$ cat src/rtl/mem_stage.sv
`default_nettype none
// ============================================================================
// Module   : mem_stage
// Purpose  : MEM stage for the two-slot pipeline. Byte load/store over a
//            req/ack data-memory handshake, with timeout fault and the MEM/WB
//            register. Optional macro SIGN_EXTEND_LOAD_EN sign-extends loads.
// Revision : 1.0
// ============================================================================
module mem_stage #(
    parameter int DMEM_AW = 8,
    parameter int TIMEOUT = 16
) (
    input  logic               clk,
    input  logic               reset,
    input  logic               p3_memRead,
    input  logic               p3_memWrite,
    input  logic               p3_alu_regWrite,
    input  logic               p3_mem_regWrite,
    input  logic [2:0]         p3_alu_rd,
    input  logic [2:0]         p3_mem_rd,
    input  logic [7:0]         p3_mem_reg_rd,
    input  logic [31:0]        p3_alu_aluOut,
    input  logic [31:0]        p3_mem_address,
    output logic               dmem_req,
    output logic               dmem_we,
    output logic [DMEM_AW-1:0] dmem_addr,
    output logic [7:0]         dmem_wdata,
    input  logic [7:0]         dmem_rdata,
    input  logic               dmem_ack,
    output logic               mem_stall,
    output logic               mem_fault,
    output logic               p4_alu_regWrite,
    output logic               p4_mem_regWrite,
    output logic [2:0]         p4_alu_rd,
    output logic [2:0]         p4_mem_rd,
    output logic [31:0]        p4_alu_result,
    output logic [31:0]        p4_mem_data
);

    localparam logic [7:0] c_timeout_cnt = 8'(TIMEOUT);

    typedef enum logic [1:0] {
        S_IDLE  = 2'd0,
        S_WAIT  = 2'd1,
        S_FAULT = 2'd2
    } state_t;

    state_t             r_state;
    logic [7:0]         r_cnt;
    logic               r_fault;
    logic               r_h_we;
    logic               r_h_load;
    logic [DMEM_AW-1:0] r_h_addr;
    logic [7:0]         r_h_wdata;
    logic               r_h_alu_regWrite;
    logic               r_h_mem_regWrite;
    logic [2:0]         r_h_alu_rd;
    logic [2:0]         r_h_mem_rd;
    logic [31:0]        r_h_alu_result;

    logic               w_access;
    logic               w_oor;
    logic               w_load;
    logic [31:0]        w_load_data;

    assign w_access  = p3_memRead | p3_memWrite;
    assign w_oor     = w_access & (p3_mem_address[31:DMEM_AW] != '0);
    assign w_load    = p3_memRead & ~p3_memWrite;
    assign mem_fault = r_fault;

`ifdef SIGN_EXTEND_LOAD_EN
    assign w_load_data = {{24{dmem_rdata[7]}}, dmem_rdata};
`else
    assign w_load_data = {24'b0, dmem_rdata};
`endif

    // IDLE forwards the EX/MEM request straight to memory for zero-latency completion
    always_comb begin
        dmem_req   = 1'b0;
        dmem_we    = 1'b0;
        dmem_addr  = '0;
        dmem_wdata = '0;
        mem_stall  = 1'b0;
        case (r_state)
            S_IDLE: begin
                dmem_req   = w_access & ~w_oor;
                dmem_we    = p3_memWrite;
                dmem_addr  = p3_mem_address[DMEM_AW-1:0];
                dmem_wdata = p3_mem_reg_rd;
                mem_stall  = w_access & ~w_oor & ~dmem_ack;
            end
            S_WAIT: begin
                dmem_req   = 1'b1;
                dmem_we    = r_h_we;
                dmem_addr  = r_h_addr;
                dmem_wdata = r_h_wdata;
                mem_stall  = ~dmem_ack;
            end
            default: mem_stall = 1'b1;
        endcase
    end

    always_ff @(posedge clk) begin
        if (reset) begin
            r_state <= S_IDLE;
            r_cnt   <= 8'd0;
            r_fault <= 1'b0;
        end else begin
            case (r_state)
                S_IDLE: begin
                    if (w_oor) begin
                        r_fault <= 1'b1;
                    end
                    if (w_access & ~w_oor & ~dmem_ack) begin
                        r_state          <= S_WAIT;
                        r_cnt            <= 8'd1;
                        r_h_we           <= p3_memWrite;
                        r_h_load         <= w_load;
                        r_h_addr         <= p3_mem_address[DMEM_AW-1:0];
                        r_h_wdata        <= p3_mem_reg_rd;
                        r_h_alu_regWrite <= p3_alu_regWrite;
                        r_h_mem_regWrite <= p3_mem_regWrite & w_load;
                        r_h_alu_rd       <= p3_alu_rd;
                        r_h_mem_rd       <= p3_mem_rd;
                        r_h_alu_result   <= p3_alu_aluOut;
                    end
                end
                S_WAIT: begin
                    if (dmem_ack) begin
                        r_state <= S_IDLE;
                        r_cnt   <= 8'd0;
                    end else if (r_cnt == c_timeout_cnt) begin
                        r_state <= S_FAULT;
                        r_fault <= 1'b1;
                    end else begin
                        r_cnt <= r_cnt + 8'd1;
                    end
                end
                default: r_fault <= 1'b1;
            endcase
        end
    end

    // MEM/WB: bubble while stalled; FAULT always stalls so only IDLE/WAIT capture
    always_ff @(posedge clk) begin
        if (reset) begin
            p4_alu_regWrite <= 1'b0;
            p4_mem_regWrite <= 1'b0;
            p4_alu_rd       <= 3'd0;
            p4_mem_rd       <= 3'd0;
            p4_alu_result   <= 32'd0;
            p4_mem_data     <= 32'd0;
        end else if (mem_stall) begin
            p4_alu_regWrite <= 1'b0;
            p4_mem_regWrite <= 1'b0;
        end else if (r_state == S_WAIT) begin
            p4_alu_regWrite <= r_h_alu_regWrite;
            p4_mem_regWrite <= r_h_mem_regWrite;
            p4_alu_rd       <= r_h_alu_rd;
            p4_mem_rd       <= r_h_mem_rd;
            p4_alu_result   <= r_h_alu_result;
            if (r_h_load) begin
                p4_mem_data <= w_load_data;
            end
        end else begin
            p4_alu_regWrite <= p3_alu_regWrite;
            p4_mem_regWrite <= p3_mem_regWrite & w_load & ~w_oor;
            p4_alu_rd       <= p3_alu_rd;
            p4_mem_rd       <= p3_mem_rd;
            p4_alu_result   <= p3_alu_aluOut;
            if (w_load) begin
                p4_mem_data <= w_oor ? 32'd0 : w_load_data;
            end
        end
    end

endmodule
`default_nettype wire
$ cat config.mk
export PLATFORM = sky130hd
export DESIGN_NAME = mem_stage
export DESIGN_NICKNAME = d
export VERILOG_FILES = /design/src/rtl/mem_stage.sv
export SDC_FILE = /design/constraint.sdc
export NUM_CORES = 1
export LEC_CHECK = 0
export CAP_MARGIN = 40
export CORE_MARGIN = 3
export CORE_UTILIZATION = 40
export DETAILED_ROUTE_END_ITERATION = 8
export PLACE_DENSITY = 0.75
export SYNTH_ARGS = -nofsm -noshare
export SYNTH_HDL_FRONTEND = slang
export SYNTH_SLANG_ARGS = --single-unit
$ cat constraint.sdc
create_clock -name clk -period 5.2 [get_ports clk]
set_input_delay 1.56 -clock clk [delete_from_list [all_inputs] [get_ports clk]]
set_output_delay 1.56 -clock clk [all_outputs]
set_load 0.05 [all_outputs]
==> results.tsv, run 1 <==
metric	value	unit
status	completed	
synthCells	415	
synth_top_area_share	34.4	%
cts.sink_count	117	
grt_pass1_wl	19500	um
cp_num_cells	7	
tns	0	ns
numCtsBuffers	17	
synth-edff-count	58	
worstHoldEndpoint	p4_mem_data[6]$_SDFFE_PP0P_	
wl	12000	um
period_minus_slack	4.99	ns
fin_util	60.9	%
die_area	14000	um2
hold_viol	0	
htree_levels	4	
synth-seq-cells	117	
synth_area_per_cell	12.2	um2
slew_headroom	49.2	%
clockBufferDepth	2	
netlist_area	5060	um2
grt_max_degree	51	
crit_buf_inv	2	
boundaryPins	185	
cts_setup_buffers	0	
endpoint_kind	primary output	
min-delay-start	p4_mem_data[6]$_SDFFE_PP0P_	
ys_top_cells_by_area	edfxtp_1 (34%), dfxtp_1 (23%), mux2i_1 (11%)	
drt_iter0_markers	201	
overflow	0	
totalPowerFinal	2.52	mW
fmax	201	MHz
first_global_vias	3835	
skew	0.00492	ns
async_flop_share	0	%
setup_viol	0	
dieHeight	118	um
portBuffers	160	
yosysWarnings	0	
crit_fanout	5	
viasPerCell	4.94	
drc	0	
cp.required	3.64	ns
cts_root_buffer	clkbuf_16	
fp-row-count	40	
period_share	95.9	%
drive_above_1_share	13.0	%
power_density	340	nW/um2
antenna_found_initial	1	
hpwlAfterDp	8370	um
synth_commonest_cells	nor2_1 (68), dfxtp_1 (59), edfxtp_1 (58)	
cts_tree	yes	
crit-reg2reg-launch	r_state[0]$_SDFFE_PP0P_	
slowest_delay	0.59	ns
start_util	41.6	%
insertion_delay	0.40	ns
hold_path.class	reg -> reg	
r2r-end	p4_mem_data[5]$_SDFFE_PP0P_	
ff2ff_setup_slack	2.78	ns
synth_ff_type	dfxtp_1	
wire_per_inst	15.9	um
cts-resized-gates	0	
path_cells	clkdlybuf4s50_1 -> or4_1 -> nor2_1 -> and2_1 -> o21ai_0 -> a21oi_1 -> buf_12	
critical_path_arrival	3.43	ns
nets	669	
drt_first_pass_iters	4	
cp_top_family	simple AND/OR/NAND/NOR gates	
peakVddDrop	266	uV
die_x	118	um
crit_type	in -> out	
leakage	2.62	nW
reg2reg_depth	7	
gr-usage-all-layers	17.4	%
min_path_cells	1	
rsz0062_at_grt	no	
core	12200	um2
tightest_slew	0.762	ns
cts.clk_slew.worst_paths	0.05	ns
synth.yosys.seq_area_share	57.8	%
yosys.area.top_type	edfxtp_1	
holdBufCountCts	0	
maxCapViolCount	0	
start_kind	input pin	
syn_to_final_growth	46.6	%
drv_slew	0	
gp_congestion	0.758	
vias	3733	
ant_nets	0	
yosysMostFrequentCell	nor2_1	
synthDistinctLibCells	41	
crit_path_top_delay_cell	or4_1	
## flip-flops by register name (all words and copies together) (netlist names), 2 cells and up
| signal | count |
|---|---|
| p4_mem_data | 8 |
| r_h_wdata | 8 |
| p4_mem_rd | 3 |
| p4_alu_rd | 3 |
| r_state | 2 |
| r_h_alu_rd | 3 |
| r_h_addr | 8 |
| r_cnt | 8 |
| r_h_mem_rd | 3 |
| r_h_alu_result | 32 |
| p4_alu_result | 32 |
## kinds of logic after synthesis
logic type | count (synthesis) | share of synthesized area [%]
other | 1 | 0.0741
multiplexers | 57 | 11.3
flip-flops | 117 | 57.8
AO/OA/AOI/OAI | 75 | 13.8
AND/OR/NAND/NOR | 108 | 10.1
adder cells (fa/ha/maj) | 2 | 0.495
buffers and inverters | 55 | 6.38
## where the power goes
group	total, mW	switching (mW)	internal (mW)
combinational	0.302	0.180	0.122
sequential	0.995	0.0102	0.985
clock	1.22	0.388	0.835
total	2.52	0.579	1.94
## layer usage
layer	GRT usage, %	vias up	routed length (um)
met1	21.4	1786	5270
li1	-	1802	-
met3	5.22	12	690
met4	8.33	0	181
met2	28.0	133	5900
met5	0	-	0
## worst max-delay path by stage
| stage | start | to |
|---|---|---|
| final | p3_mem_address[13] | dmem_req |
| after CTS | p3_mem_address[13] | dmem_req |
| after global routing | p3_mem_address[15] | dmem_req |
| after global placement | p3_mem_address[13] | dmem_req |
| after detailed placement | p3_mem_address[13] | dmem_req |
| after floorplan | p3_mem_address[13] | dmem_req |
## metrics by stage
step                instances  setup slack (ns)  cell area [um2]  hold WS [ns]
detailed placement        723             0.221             6790         0.463
global route              755             0.121             7410         0.497
finish                    755             0.214             7410         0.477
global placement          720             0.255             6720         0.460
CTS                       754             0.221             7410         0.480
floorplan                 438             0.341             5150         0.479
## cell usage in the layout, fill, tap and decap left out, types with 4 or more instances in the layout
cell type,n
a22o_1,9
nor3_1,7
nand3_1,6
dfxtp_1,58
edfxtp_1,58
conb_1,24
a211oi_2,30
o21ai_0,6
a211oi_1,9
clkinv_2,4
bufinv_16,4
nand2_1,4
buf_12,4
a21oi_1,12
nor4_1,4
inv_1,5
clkdlybuf4s50_1,157
clkbuf_16,18
nor2_1,67
mux2i_1,56
## layout make-up
cell class	count	area, um2
timing repair buffer	166	1710
multi-input combinational	266	1910
tap	168	210
sequential	117	2930
clock buffer	21	472
fill	983	4750
inverter	6	22.5
antenna	1	2.50
clock inverter	10	151
(Power assumes the default switching activity.)
==> run 2, diff against run 1 <==
CTS_CLUSTER_SIZE = 8   (was default)
SLEW_MARGIN = 10   (was default)
==> results of run 2 <==
No change in the layout: final DEF, timing and power equal those of run 1.
==> run 3, diff against run 2 <==
CELL_PAD_IN_SITES_DETAIL_PLACEMENT = 1   (was default)
CELL_PAD_IN_SITES_GLOBAL_PLACEMENT = 2   (was default)
CORE_UTILIZATION = 25   (was 40)
==> results.tsv, run 3 (synthesis gave the netlist of run 1 again) <==
metric	value	unit	change
endpoint_kind	primary output		
setup_viol	0		unchanged
drc	0		unchanged
drt_iter0_markers	130		-35%
combPwrFrac	11.8	%	-0.2 points
first_global_vias	4156		+8.4%
slowest_delay	0.58	ns	about the same
period_minus_slack	5.03	ns	+0.0429 ns
power_density	344	nW/um2	+1.3%
status	completed		
gr-usage-all-layers	12.9	%	-4.5 points
vias	3820		+2.3%
portBuffers	160		unchanged
hpwlAfterDp	10000	um	+20%
path_cells	clkdlybuf4s50_1 -> or4_1 -> nor2_1 -> and2_1 -> o21ai_0 -> a21oi_1 -> buf_12		
fp-row-count	51		+28%
cts_root_buffer	clkbuf_16		
leakage	2.62	nW	+0.24%
peakVddDrop	206	uV	-23%
htree_levels	4		unchanged
fin_util	38.4	%	-23 points
cts_setup_buffers	0		unchanged
dieHeight	148	um	+25%
critical_path_arrival	3.47	ns	+0.04 ns
slew_headroom	44.9	%	-4.3 points
clockBufferDepth	2		unchanged
antenna_found_initial	0		-1
power_frac_clock	49.9	%	+1.4 points
hold_viol	0		unchanged
boundaryPins	185		unchanged
crit_path_top_delay_cell	or4_1		
skew	0.00613	ns	+0.00122 ns
crit_type	in -> out		
wire_per_inst	16.7	um	+4.4%
tns	0	ns	unchanged
drv_slew	0		unchanged
switching_share	22.8	%	-0.13 points
top_regs	p4_alu_result (32), r_h_alu_result (32)		
crit_fanout	5		unchanged
maxCapViolCount	0		unchanged
power.switching	0.593	mW	+2.4%
fmax	199	MHz	-0.85%
wl	14200	um	+18%
layout_commonest_cell	clkdlybuf4s50_1		
cts_tree	yes		
most-common-layout-cells	clkdlybuf4s50_1 (156), nor2_1 (67), dfxtp_1 (58), edfxtp_1 (58), mux2i_1 (56)		
cts.sink_count	117		unchanged
cp.required	3.64	ns	about the same
grt_max_degree	52		+2.0%
antenna_cells	0		-1
drive_above_1_share	12.8	%	-0.21 points
ant_nets	0		unchanged
start_util	25.7	%	-16 points
drt_first_pass_iters	4		unchanged
power.internal	2.00	mW	+3.2%
syn_to_final_growth	49.1	%	
start_kind	input pin		
seqPwrFrac	38.3	%	-1.2 points
numCtsBuffers	17		unchanged
overflow	0		unchanged
period_share	96.7	%	+0.82 points
nets	670		+0.15%
core	19700	um2	+62%
die_area	22000	um2	+57%
cts-resized-gates	0		unchanged
viasPerCell	4.48		-9.4%
insertion_delay	0.40	ns	about the same
grt_pass1_wl	22300	um	+15%
tightest_slew	0.826	ns	+0.0643 ns
gp_congestion	0.761		+0.34%
hold_path.class	reg -> reg		
holdBufCountCts	0		unchanged
cts.clk_slew.worst_paths	0.05	ns	about the same
rsz0062_at_grt	no		
die_x	148	um	+25%
run 3: changes by cell type in the layout (fill, tap and decap cells not counted), sizes merged:
| cell | change |
|---|---|
| clkbuf | +1 |
| bufinv | +2 |
| diode | -1 |
| clkinv | -2 |
| buf | +2 |
| inv | +1 |
| clkinvlp | -1 |
| clkdlybuf4s50 | -1 |
run 3: power by group through the flow:
| stage | logic, mW | registers (mW) | clock network, mW |
|---|---|---|---|
| finish | 0.306 | 0.995 | 1.30 |
| global route | 0.320 | 0.997 | 1.38 |
| CTS | 0.309 | 0.995 | 1.33 |
| detailed placement | 0.308 | 1.01 | 0 |
| global placement | 0.302 | 1.01 | 0 |
| floorplan | 0.121 | 1.07 | 0 |
run 3: layer usage:
metal  vias to the layer above  share of wire, %  track usage (%)
met3                        13               5.4             4.08
met2                       118                50             22.2
met1                      1885                43             15.2
li1                       1804                 -                -
met4                         0               1.6             4.90
met5                         -                 0                0
run 3: final cells by class:
cell class	count	area [um2]
Clock buffer	22	444
Fill cell	2180	12100
Inverter	6	22.5
Clock inverter	10	201
Timing Repair Buffer	167	1700
Sequential cell	117	2930
Multi-Input combinational cell	266	1910
Tap cell	265	332
run 3: final timing paths:
check | start | cells after the start | slack (ns) | end
max | p3_mem_address[15] | 7 | 0.17 | dmem_req
min | p4_mem_data[2]$_SDFFE_PP0P_ | 1 | 0.48 | p4_mem_data[2]$_SDFFE_PP0P_
max reg2reg | r_state[0]$_SDFFE_PP0P_ | 6 | 2.80 | p4_mem_data[6]$_SDFFE_PP0P_
min reg2reg | p4_mem_data[2]$_SDFFE_PP0P_ | 1 | 0.48 | p4_mem_data[2]$_SDFFE_PP0P_
run 3: critical path: cells and delay by family:
| family | cells | cell delay, ns |
|---|---|---|
| buffers and inverters | 2 | 0.60 |
| AO/OA/AOI/OAI | 2 | 0.37 |
| AND/OR/NAND/NOR | 3 | 0.93 |
run 3: metrics by stage:
stage	hold WS [ns]	std cells	area, um2	total power [mW]	setup slack, ns
3_5_place_dp	0.462	821	6890	1.32	0.170
3_3_place_gp	0.459	819	6860	1.32	0.221
2_1_floorplan	0.479	438	5150	1.20	0.341
4_1_cts	0.482	853	7540	2.64	0.156
6_report	0.476	853	7540	2.60	0.171
5_1_grt	0.501	853	7540	2.69	0.0428
